**src/rtl/ff_bank.sv**
```systemverilog
// ---------------------------------------------------------------------------
// ff_bank
//
// Bank of WIDTH flip-flops whose next-state function (D, T, JK or SR) is
// selected at runtime and advanced by a debounced push-button.  Sits between
// board switches/buttons and the LEDs.
//
// Parameters
//   WIDTH     number of flip-flop channels (>= 1)
//   DEBOUNCE  consecutive cycles the synchronised step level must differ from
//             the accepted level before the new level is accepted (>= 1)
//   CNT_W     width of step_count (>= 1)
//
// Ports
//   clk         system clock, all state changes on its rising edge
//   reset       synchronous active-high reset
//   step        raw asynchronous push-button, one update per accepted press
//   mode        next-state function: 00 D, 01 T, 10 JK, 11 SR
//   a           per-channel D / T / J / S input
//   b           per-channel K / R input (ignored in D and T modes)
//   q           flip-flop state
//   q_n         combinational complement of q
//   step_count  number of bank updates since reset, modulo 2^CNT_W
//   updated     one-cycle pulse following every bank update
//   sr_fault    sticky flag: an SR update saw S=R=1 on some channel
// ---------------------------------------------------------------------------
module ff_bank #(
    parameter int WIDTH    = 4,
    parameter int DEBOUNCE = 4,
    parameter int CNT_W    = 8
) (
    input  logic             clk,
    input  logic             reset,
    input  logic             step,
    input  logic [1:0]       mode,
    input  logic [WIDTH-1:0] a,
    input  logic [WIDTH-1:0] b,
    output logic [WIDTH-1:0] q,
    output logic [WIDTH-1:0] q_n,
    output logic [CNT_W-1:0] step_count,
    output logic             updated,
    output logic             sr_fault
);

    // Debounce counter only needs to hold 0..DEBOUNCE-1.
    localparam int            DB_W   = (DEBOUNCE > 1) ? $clog2(DEBOUNCE) : 1;
    localparam logic [DB_W-1:0] DB_MAX = DB_W'(DEBOUNCE - 1);

    localparam logic [1:0] MODE_D  = 2'b00;
    localparam logic [1:0] MODE_T  = 2'b01;
    localparam logic [1:0] MODE_JK = 2'b10;
    localparam logic [1:0] MODE_SR = 2'b11;

    // Synchroniser stages: *_meta_r may go metastable, *_s_r is the clean copy.
    logic             step_meta_r;
    logic             step_s_r;
    logic [1:0]       mode_meta_r;
    logic [1:0]       mode_s_r;
    logic [WIDTH-1:0] a_meta_r;
    logic [WIDTH-1:0] a_s_r;
    logic [WIDTH-1:0] b_meta_r;
    logic [WIDTH-1:0] b_s_r;

    // Debouncer state.
    logic             db_level_r;
    logic [DB_W-1:0]  db_cnt_r;

    // Bank state.
    logic [WIDTH-1:0] q_r;
    logic [CNT_W-1:0] step_count_r;
    logic             updated_r;
    logic             sr_fault_r;

    // Combinational helpers.
    logic             db_differs_s;
    logic             db_expired_s;
    logic             update_s;
    logic [WIDTH-1:0] next_q_s;
    logic             conflict_s;

    // JK next state: J sets, K clears, both toggle, neither holds.
    function automatic logic [WIDTH-1:0] jk_next(
        input logic [WIDTH-1:0] cur,
        input logic [WIDTH-1:0] j,
        input logic [WIDTH-1:0] k
    );
        jk_next = (j & ~cur) | (~k & cur);
    endfunction

    // SR next state: S sets, R clears; S=R=1 holds the bit (flagged separately).
    function automatic logic [WIDTH-1:0] sr_next(
        input logic [WIDTH-1:0] cur,
        input logic [WIDTH-1:0] s,
        input logic [WIDTH-1:0] r
    );
        sr_next = (cur | (s & ~r)) & ~(r & ~s);
    endfunction

    // Two-flop synchronisers for every asynchronous input.
    always_ff @(posedge clk) begin
        if (reset) begin
            step_meta_r <= 1'b0;
            step_s_r    <= 1'b0;
            mode_meta_r <= 2'b00;
            mode_s_r    <= 2'b00;
            a_meta_r    <= '0;
            a_s_r       <= '0;
            b_meta_r    <= '0;
            b_s_r       <= '0;
        end else begin
            step_meta_r <= step;
            step_s_r    <= step_meta_r;
            mode_meta_r <= mode;
            mode_s_r    <= mode_meta_r;
            a_meta_r    <= a;
            a_s_r       <= a_meta_r;
            b_meta_r    <= b;
            b_s_r       <= b_meta_r;
        end
    end

    // A press is accepted on the cycle the counter has already seen
    // DEBOUNCE-1 differing cycles and the level still differs.
    assign db_differs_s = (step_s_r != db_level_r);
    assign db_expired_s = (db_cnt_r == DB_MAX);
    assign update_s     = db_differs_s & db_expired_s & step_s_r;

    // Debouncer: count consecutive cycles where the synchronised level differs.
    always_ff @(posedge clk) begin
        if (reset) begin
            db_level_r <= 1'b0;
            db_cnt_r   <= '0;
        end else if (!db_differs_s) begin
            db_cnt_r   <= '0;
        end else if (db_expired_s) begin
            db_level_r <= step_s_r;
            db_cnt_r   <= '0;
        end else begin
            db_cnt_r   <= db_cnt_r + DB_W'(1);
        end
    end

    // Next-state selection for the whole bank from the synchronised mode.
    always_comb begin
        next_q_s   = q_r;
        conflict_s = 1'b0;
        case (mode_s_r)
            MODE_D:  next_q_s = a_s_r;
            MODE_T:  next_q_s = q_r ^ a_s_r;
            MODE_JK: next_q_s = jk_next(q_r, a_s_r, b_s_r);
            MODE_SR: begin
                next_q_s   = sr_next(q_r, a_s_r, b_s_r);
                conflict_s = |(a_s_r & b_s_r);
            end
            default: next_q_s = q_r;
        endcase
    end

    // Bank update, update counter, one-cycle pulse and sticky SR fault.
    always_ff @(posedge clk) begin
        if (reset) begin
            q_r          <= '0;
            step_count_r <= '0;
            updated_r    <= 1'b0;
            sr_fault_r   <= 1'b0;
        end else begin
            updated_r <= update_s;
            if (update_s) begin
                q_r          <= next_q_s;
                step_count_r <= step_count_r + CNT_W'(1);
                if (conflict_s) begin
                    sr_fault_r <= 1'b1;
                end else begin
                    sr_fault_r <= sr_fault_r;
                end
            end else begin
                q_r          <= q_r;
                step_count_r <= step_count_r;
                sr_fault_r   <= sr_fault_r;
            end
        end
    end

    assign q          = q_r;
    assign q_n        = ~q_r;
    assign step_count = step_count_r;
    assign updated    = updated_r;
    assign sr_fault   = sr_fault_r;

endmodule
```
**config.mk**
```make
export PLATFORM = sky130hd
export DESIGN_NAME = ff_bank
export DESIGN_NICKNAME = d
export VERILOG_FILES = /design/src/rtl/ff_bank.sv
export SDC_FILE = /design/constraint.sdc
export NUM_CORES = 1
export LEC_CHECK = 0
export CORE_UTILIZATION = 50
export DETAILED_ROUTE_END_ITERATION = 8
export PLACE_DENSITY_LB_ADDON = 0.3
export SLEW_MARGIN = 20
export SYNTH_ARGS = -nofsm -noshare
export SYNTH_HDL_FRONTEND = slang
export SYNTH_SLANG_ARGS = --single-unit
```
**constraint.sdc**
```tcl
create_clock -name clk -period 3.4 [get_ports clk]
set_input_delay 0.68 -clock clk [delete_from_list [all_inputs] [get_ports clk]]
set_output_delay 0.68 -clock clk [all_outputs]
set_load 0.02 [all_outputs]
```
# Word-level counts from Yosys, hierarchy flattened
# Cells that the tools add are included.
[op_classes]
reduce_logical = 5
n_eq_ne = 5
n_mux = 2
bitwise = 16
n_addsub = 2
[ops]
columns = ["cell", "count"]
rows = [
  ["4-bit AND", 6],
  ["4-bit inverter", 4],
  ["4-bit one-hot mux with 4 select lines", 1],
  ["8-bit by 1-bit adder with 8-bit output, second input constant", 1],
  ["4-bit OR", 2],
  ["2-bit == test, second input constant", 3],
  ["2-bit AND reduction", 2],
  ["4-bit OR reduction", 1],
  ["4-bit bitwise XOR", 1],
  ["3-bit OR reduction", 1],
  ["2-bit by 1-bit adder with 2-bit output, second input constant", 1],
  ["1-bit AND", 2],
  ["2-bit by 1-bit == test with 1-bit output, second input constant", 1],
  ["2-bit zero test", 1],
  ["1-bit 2-to-1 mux", 1],
  ["1-bit inequality test", 1],
  ["1-bit inverter", 1],
]
[totals]
regBits = 39
output_inout_bits = 18
in_bits = 13
word_cells = 44

# Depth between registers and ports, before layout
# Gate-level depths: netlist of run 1.
[logic_depth]
word_depth = 5
mapped_depth = 6
mapped_depth_nobuf = 5

# Least setup slack after synthesis of run 1
# Ideal clock, no wire load.
[synth_timing]
kind = "in2reg"
start = "input port reset"
end = "register q_r[0] (netlist: q[0])"
setup_time_ns = 0.092
t_arrival_ns = 1.250
stages = 3
n_path_buf = 2
required_time_ns = 3.308
path_slack_ns = 2.058
cell_sequence = "buf_4 clkbuf_1 nor4_1"
[synth_lines]
columns = ["item", "line", "rtl"]
rows = [
  ["from (decl)", "33", "input logic reset,"],
  ["to (signal assigned)", "169", "q_r <= next_q_s;"],
  ["to (signal assigned)", "177", "q_r <= q_r;"],
  ["to (decl)", "69", "logic [WIDTH-1:0] q_r;"],
]
# No word-level cell between the ends.

# Final worst setup path of run 1
[layout_timing]
start = "register q_r[3] (netlist: q[3])"
end = "output port q_n[3]"
[layout_between]
elab_chain_cells = 1
[layout_lines]
columns = ["item", "line", "rtl"]
rows = [
  ["4-bit inverter", "185", "assign q_n = ~q_r;"],
  ["to (decl)", "39", "output logic [WIDTH-1:0] q_n,"],
]
# Every way passes these cells.

==> impl_metrics.ini, run 1 <==
[final_layout]
diodes = 0
seqCellArea_um2 = 780.7
nets = 198
final-instance-count-excl-fill = 215
multi_input_area_um2 = 630.6
area_growth_pct = 23.53
fillers = 232
drive_above_1_share = 0.05978

[min_path]
hold_path_depth = 1
hold_class = register to register
whs_endpoint = db_cnt_r[0]
min_from = db_cnt_r[0]

[die]
ios = 31
dieArea_mm2 = 0.003200
core_area_mm2 = 0.002781
fp.dieH_um = 56.57
die_w_um = 56.57
core.rowCount = 19
initial_core_util = 0.5353

[setup_path]
timing.rr.start = db_cnt_r[0]
critPathRequiredTime_ps = 2720
crit_path_start_kind = register
reg2reg_slack_ps = 1860
crit_path_max_fanout = 6
worst-endpoint-arrival_ps = 1440
worstRegToRegCells = 5
r2r-end = q[1]
critPathCaptureType = primary output
crit_type = register to primary output

[sta]
fmax_mhz = 472.1
post-route-period-util = 0.6231
max_slew_margin = 0.5695
rsz0062_at_grt = no
setup_viol_count_final = 0
worst_pin_slew_ps = 643.7
final-hold-violation-count = 0
slew_violations = 0
setup_tns_ps = 0
clock-skew-final_ps = 9.626
period_minus_slack_ps = 2118

[global_routing]
grt-ovfl-total = 0
antenna_found_initial = 0
grt_max_degree = 22
grt_usage = 0.1891
grt_pass1_vias = 1111
grt_pass1_wl_um = 4650

[clocking]
clk_pin_slew_ps = 120
cts_buffers = 5
cts_hold_buf = 0
cts_buffer_depth = 2
tritoncts = yes
h-tree-depth = 2
cts_setup_buffers = 0
cts_resized = 0
clk_latency_ps = 340
cts.sinks = 39
cts-root-buf = clkbuf_4

[synthesis]
synth_area_mm2 = 0.001489
yosysWarnings = 0
synth_edf_count = 0
ys_ff_latch = 39
syn_avg_cell_area_um2 = 9.668
syn_inst = 154
ys_types = 29
ys_async_sr_fraction = 0
synth_nets = 169
synthFlopType = dfxtp_1
synth.top_cell.area_share = 0.5244
synth_area_leaders = dfxtp_1, nor2b_1, nand4_1, nor2_1, nand4b_1
synth-seq-area-share = 0.5244
yosysTopAreaCell = dfxtp_1

[status]
status = finished, final reports clean

[drt]
wl_met2_um = 1361
vias = 1189
vias_per_cell = 5.530
dr_wl_met3_um = 147
ant_nets = 0
drtIter0Drc = 41
maxUsedRoutingLayer = met4
drtPass1Iterations = 4
route.detailed.drc = 0
finalWirelength_um = 2659
wl_per_cell_um = 12.37
met1_length_um = 1114

[placed_design]
portBuffers = 30
gp_congestion = 0.7354
numPlacedInstances = 207
place_hpwl_um = 1864

[power_and_ir_drop]
peakVddDrop_mv = 0.3646
power_density_mw_per_mm2 = 410.0
leakagePower_nw = 0.6540
finalPower_mw = 0.7541

[flow_run]
drv_cap = 0
[routing by layer]
| layer | global-route usage | vias up |
|---|---|---|
| met4 | 0.1045 | 0 |
| met1 | 0.2147 | 546 |
| met3 | 0.05300 | 4 |
| met2 | 0.3176 | 46 |
| met5 | 0 | - |
| li1 | - | 593 |
[worst max-delay path by stage]
stage	startpoint	to	slack (ps)	cells past startpoint
6_report	q[3]	q_n[3]	1280	2
5_1_grt	q[3]	q[3]	1220	1
4_1_cts	q[3]	q_n[3]	1270	2
3_5_place_dp	reset	q[0]	1210	3
3_3_place_gp	reset	q[0]	1280	3
2_1_floorplan	reset	q[0]	2060	3
[critical path, stage by stage, from the launching register on]
cell,delay [ps]
dfxtp_1,380
inv_1,100
clkdlybuf4s50_1,610
[power breakdown]
part | internal (mW) | leakage [nW] | total (mW) | switching (mW)
Combinational | 0.0207 | 0.304 | 0.0317 | 0.0110
Clock | 0.0828 | 0.0314 | 0.243 | 0.161
Sequential | 0.469 | 0.319 | 0.479 | 0.00980
Total | 0.573 | 0.654 | 0.754 | 0.181
[cell type report]
| type | instances | share of cell area |
|---|---|---|
| Sequential cell | 39 | 0.4245 |
| Multi-Input combinational cell | 101 | 0.3429 |
| Timing Repair Buffer | 31 | 0.1673 |
| Tap cell | 31 | 0.02109 |
| Clock buffer | 5 | 0.02041 |
| Clock inverter | 3 | 0.01361 |
| Inverter | 5 | 0.01020 |
[layout by cell type (no fill, tap or decap), drive strengths merged]
cell type and instances:
mux2i 1, nand3b 1, a21oi 2, nand2 9, nand4b 4, nor3 2, a22oi 2, a31oi 4
and3 1, clkinv 2, a41oi 1, o21ai 5, nor2b 22, inv 5, nand4 11, or4 4
nor4 4, nor2 15, and3b 1, clkbuf 5, clkinvlp 1, xor2 3, buf 1, clkdlybuf4s50 30
dfxtp 39, nand3 1, ha 2, or3 2, xnor2 4
[logic make-up (layout without fill, tap and decap cells)]
family	after synthesis	count (layout)	share of synthesized area
muxes	1	1	0.006723
and+or+nand+nor	77	77	0.3025
AOI/OAI and AO/OA	14	14	0.05630
adders and majority gates	2	2	0.01680
DFF	39	39	0.5244
xor gates and xnor gates	7	7	0.04118
buffers and inverters	14	44	0.05210
[Yosys cell counts (5+ instances only)]
master	instances
dfxtp_1	39
inv_1	5
nand2_1	9
nand4_1	11
nor2_1	15
nor2b_1	22
o21ai_0	5
[per-stage QoR]
stage               utilization  setup slack [ps]  area [um2]  hold slack, ps
global placement         0.6388              1280        1777           404.3
finish                   0.6613              1282        1839           427.4
detailed placement       0.6388              1205        1777           413.7
CTS                      0.6613              1275        1839           430.6
global route             0.6613              1224        1839           455.6
floorplan                     -              2058        1489           397.4
[registers in the layout, indices dropped and copies added (netlist names)]
name and count:
step_count 8, a_meta_r 4, a_s_r 4, b_meta_r 4, b_s_r 4, q 4, db_cnt_r 2, mode_meta_r 2
mode_s_r 2, db_level_r 1, sr_fault 1, step_meta_r 1, step_s_r 1, updated 1
Power figures use the tool's default switching activity.
==> inputs of run 2 (changes only) <==
--- a/config.mk
+++ b/config.mk
@@ -5,7 +5,7 @@
 export SDC_FILE = /design/constraint.sdc
 export NUM_CORES = 1
 export LEC_CHECK = 0
-export CORE_UTILIZATION = 50
+export CORE_UTILIZATION = 44
 export DETAILED_ROUTE_END_ITERATION = 8
 export PLACE_DENSITY_LB_ADDON = 0.3
 export SLEW_MARGIN = 20
==> constraint.sdc (replaced) <==
create_clock -name clk -period 1.8 [get_ports clk]
set_input_delay 0.36 -clock clk [delete_from_list [all_inputs] [get_ports clk]]
set_output_delay 0.36 -clock clk [all_outputs]
set_load 0.02 [all_outputs]
==> impl_metrics.ini, run 2 (synthesized netlist as in run 1, its figures left out) <==
[status]
status = finished, final reports clean

[setup_path]
crit_chain = clkdlybuf4s50_1
timing.rr.start = db_cnt_r[0]
crit_type = register to primary output
path_buf_inv = 1
crit_path_start_kind = register
crit_path_max_fanout = 4
critPathCaptureType = primary output
slowest_delay_ps = 620
worst-endpoint-arrival_ps = 1350
critPathRequiredTime_ps = 1440
crit_family = buffers and inverters
startpoint = step_count[5]
critPathSlowestCell = clkdlybuf4s50_1

[drt]
route.detailed.drc = 0
vias_per_cell = 5.096
vias = 1167
ant_nets = 0
drtPass1Iterations = 4
wl_per_cell_um = 12.06
drtIter0Drc = 54
finalWirelength_um = 2761

[final_layout]
finalInstanceArea_mm2 = 0.001932
diodes = 0
layout_common_cells = dfxtp_1, nor2b_1, clkdlybuf4s50_1, nor2_1
area_growth_pct = 29.75
final-instance-count-excl-fill = 229
layout_commonest_cell = dfxtp_1
nets = 199
largest_reg_flops = 8
fin_util = 0.6176
drive_above_1_share = 0.07027

[min_path]
min_from = db_cnt_r[0]
hold_class = register to register

[power_and_ir_drop]
power_density_mw_per_mm2 = 866.9
leakagePower_nw = 0.8104
peakVddDrop_mv = 0.5652

[clocking]
clk_pin_slew_ps = 110
cts_buffers = 5
cts_setup_buffers = 0
cts-root-buf = clkbuf_4
cts_buffer_depth = 2
cts.sinks = 39
h-tree-depth = 2
tritoncts = yes
clk_latency_ps = 340

[sta]
fmax_mhz = 584.1
setup_viol_count_final = 0
post-route-period-util = 0.9512
hold_ws_ps = 435.9
worst_pin_slew_ps = 499.2
rsz0062_at_grt = no
final-hold-violation-count = 0
clock-skew-final_ps = 3.253
max_slew_margin = 0.6668
slew_violations = 0
period_minus_slack_ps = 1712
setup_tns_ps = 0

[placed_design]
numPlacedInstances = 221
gp_congestion = 0.7161
place_hpwl_um = 1965
placedInstanceArea_mm2 = 0.001800
portBuffers = 30

[die]
dieArea_mm2 = 0.003620
initial_core_util = 0.4760
fp.dieH_um = 60.17
die_w_um = 60.17
core.rowCount = 20
core_area_mm2 = 0.003128
ios = 31

[global_routing]
grt_usage = 0.1684
grt_max_degree = 27
grt_pass1_vias = 1026
antenna_found_initial = 0
grt_pass1_wl_um = 4347
grt-ovfl-total = 0

[flow_run]
drv_cap = 0
[run 2: power by group]
group / internal, mW / leakage [nW] / total, mW / switching, mW
clock network: 0.433 / 0.0525 / 0.707 / 0.274
registers: 0.886 / 0.320 / 0.905 / 0.0188
logic: 0.0406 / 0.438 / 0.0624 / 0.0218
total: 1.36 / 0.810 / 1.67 / 0.315
[run 2: worst paths after layout]
path	cells past startpoint	end	slack, ps
max	1	step_count[5]	90
min	1	db_cnt_r[0]	440
min reg2reg	1	db_cnt_r[0]	440
max reg2reg	5	q[2]	280
[run 2: metrics by stage]
step	setup WS, ps	power [mW]
3_5_place_dp	290.1	0.9881
2_1_floorplan	496.5	0.9544
4_1_cts	6.867	1.692
3_3_place_gp	372.2	0.9837
5_1_grt	6.204	1.752
6_report	87.85	1.675
[run 2: routing by layer]
metal	routed length, um	part of all wire	vias to the layer above	GRT usage
li1	-	-	592	-
met1	1233	0.45	527	0.1917
met2	1305	0.47	41	0.2622
met3	160	0.058	7	0.07143
met4	61	0.022	0	0.09635
met5	0	0	-	0
[run 2: cell type report]
type / instances / area, um2
repair buffers: 32 / 342.8
flip-flops and latches: 39 / 783.3
clock inverters: 2 / 60.06
clock buffers: 6 / 41.29
well taps: 44 / 55.05
fillers: 264 / 1196
inverters: 5 / 18.77
multi-input cells: 101 / 630.6
[run 2: what timing repair did]
action / CTS / global route
hold buffers: 0 / 0
resized for setup: 0 / 13
endpoints found under the setup margin: 0 / 12
==> inputs of run 3 (changes only) <==
--- a/config.mk
+++ b/config.mk
@@ -5,9 +5,10 @@
 export SDC_FILE = /design/constraint.sdc
 export NUM_CORES = 1
 export LEC_CHECK = 0
-export CORE_UTILIZATION = 44
+export CORE_UTILIZATION = 50
 export DETAILED_ROUTE_END_ITERATION = 8
 export PLACE_DENSITY_LB_ADDON = 0.3
+export SKIP_CTS_REPAIR_TIMING = 1
 export SLEW_MARGIN = 20
 export SYNTH_ARGS = -nofsm -noshare
 export SYNTH_HDL_FRONTEND = slang
==> constraint.sdc (replaced) <==
create_clock -name clk -period 2.1 [get_ports clk]
set_input_delay 0.42 -clock clk [delete_from_list [all_inputs] [get_ports clk]]
set_output_delay 0.42 -clock clk [all_outputs]
set_load 0.02 [all_outputs]
==> impl_metrics.ini, run 3 (synthesized netlist as in run 1, its figures left out) <==
[status]
status = finished, final reports clean

[power_and_ir_drop]
p_sw_frac = 0.2131
power_frac_seq = 0.584
pwr-share-clk = 0.376
leakagePower_nw = 0.6726
p_switching_mw = 0.2830
power_density_mw_per_mm2 = 711.7
finalPower_mw = 1.328
peakVddDrop_mv = 0.8453
comb_power_share = 0.040
p_int_mw = 1.045

[drt]
ant_nets = 0
vias = 1192
finalWirelength_um = 2665
drtIter0Drc = 33
wl_per_cell_um = 12.34
route.detailed.drc = 0
vias_per_cell = 5.519
drtPass1Iterations = 4

[clocking]
cts_buffers = 5
cts_buffer_depth = 2
clk_pin_slew_ps = 120
clk_latency_ps = 350
tritoncts = yes
cts-root-buf = clkbuf_4
cts.sinks = 39
h-tree-depth = 2

[final_layout]
area_growth_pct = 25.29
diodes = 0
layout_commonest_cell = dfxtp_1
nets = 199
fillers = 236
seqCellArea_um2 = 780.7
largest_reg_flops = 8
multi_input_area_um2 = 630.6
layout_common_cells = dfxtp_1, clkdlybuf4s50_1, nor2b_1, nor2_1, nand4_1
drive_above_1_share = 0.06486

[min_path]
hold_class = register to register
hold_path_depth = 1

[setup_path]
crit_path_max_fanout = 6
slowest_delay_ps = 650
path_buf_inv = 1
cp-endpoint = q[0]
critPathSlowestCell = clkdlybuf4s50_1
r2r-end = q[2]
timing.rr.start = db_cnt_r[0]
crit_path_start_kind = register
critPathCaptureType = primary output
cp.depth = 1
reg2reg_slack_ps = 580
worst-endpoint-arrival_ps = 1450
worstRegToRegCells = 5
crit_type = register to primary output
startpoint = q[0]
crit_chain = clkdlybuf4s50_1
crit_family = buffers and inverters
critPathRequiredTime_ps = 1680

[die]
core.rowCount = 19
core_area_mm2 = 0.002781
dieArea_mm2 = 0.003200
fp.dieH_um = 56.57
ios = 31
initial_core_util = 0.5353
die_w_um = 56.57

[global_routing]
grt_use_met1 = 0.1971
grt_util_met2 = 0.2924
grt_max_degree = 24
grt_pass1_wl_um = 4333
grt_busiest_layer = met2
met3_usage = 0.06452
grt-ovfl-total = 0
grt_pass1_vias = 1065
grt_usage = 0.1823
antenna_found_initial = 0

[placed_design]
gp_congestion = 0.7827
portBuffers = 30
place_hpwl_um = 1813

[sta]
fmax_mhz = 533.6
setup_viol_count_final = 0
final-hold-violation-count = 0
rsz0062_at_grt = no
worst_pin_slew_ps = 497.8
slew_violations = 0
clock-skew-final_ps = 16.74
post-route-period-util = 0.8924
period_minus_slack_ps = 1874
max_slew_margin = 0.6677
setup_tns_ps = 0

[flow_run]
drv_cap = 0
run 3: how the worst min path moves through the flow:
stage | end | from | slack (ps)
3_3_place_gp | db_cnt_r[0] | db_cnt_r[0] | 410
3_5_place_dp | db_cnt_r[0] | db_cnt_r[0] | 420
5_1_grt | a_s_r[3] | a_meta_r[3] | 450
4_1_cts | db_cnt_r[0] | db_cnt_r[0] | 430
2_1_floorplan | db_cnt_r[0] | db_cnt_r[0] | 400
6_report | db_cnt_r[0] | db_cnt_r[0] | 430
run 3: per-layer routing:
layer / vias to the layer above / part of all wire
met5: - / 0
met4: 0 / 0.028
met3: 7 / 0.057
met2: 42 / 0.46
met1: 553 / 0.45
li1: 590 / -
run 3: stage by stage:
stage / hold slack (ps) / util / std cells / area (um2) / worst slack [ps]
after floorplan: 397.4 / - / 154 / 1489 / 796.5
after global routing: 446.8 / 0.6707 / 216 / 1866 / 147.6
after detailed placement: 416.2 / 0.6415 / 208 / 1784 / 528.2
final: 431.0 / 0.6707 / 216 / 1866 / 225.9
after CTS: 431.6 / 0.6707 / 216 / 1866 / 220.4
after global placement: 406.4 / 0.6415 / 208 / 1784 / 556.9
run 3: power groups by stage:
stage | combinational, mW | sequential, mW | clock (mW)
2_1_floorplan | 0.0337 | 0.784 | 0
3_3_place_gp | 0.0517 | 0.791 | 0
3_5_place_dp | 0.0532 | 0.792 | 0
4_1_cts | 0.0534 | 0.775 | 0.511
5_1_grt | 0.0577 | 0.779 | 0.539
6_report | 0.0528 | 0.775 | 0.500
run 3: layout make-up:
type | instances | share of cell area
inverters | 5 | 0.01006
multi-input cells | 101 | 0.3380
repair buffers | 32 | 0.1690
well taps | 31 | 0.02079
clock buffers | 5 | 0.02012
flip-flops and latches | 39 | 0.4185
clock inverters | 3 | 0.02347
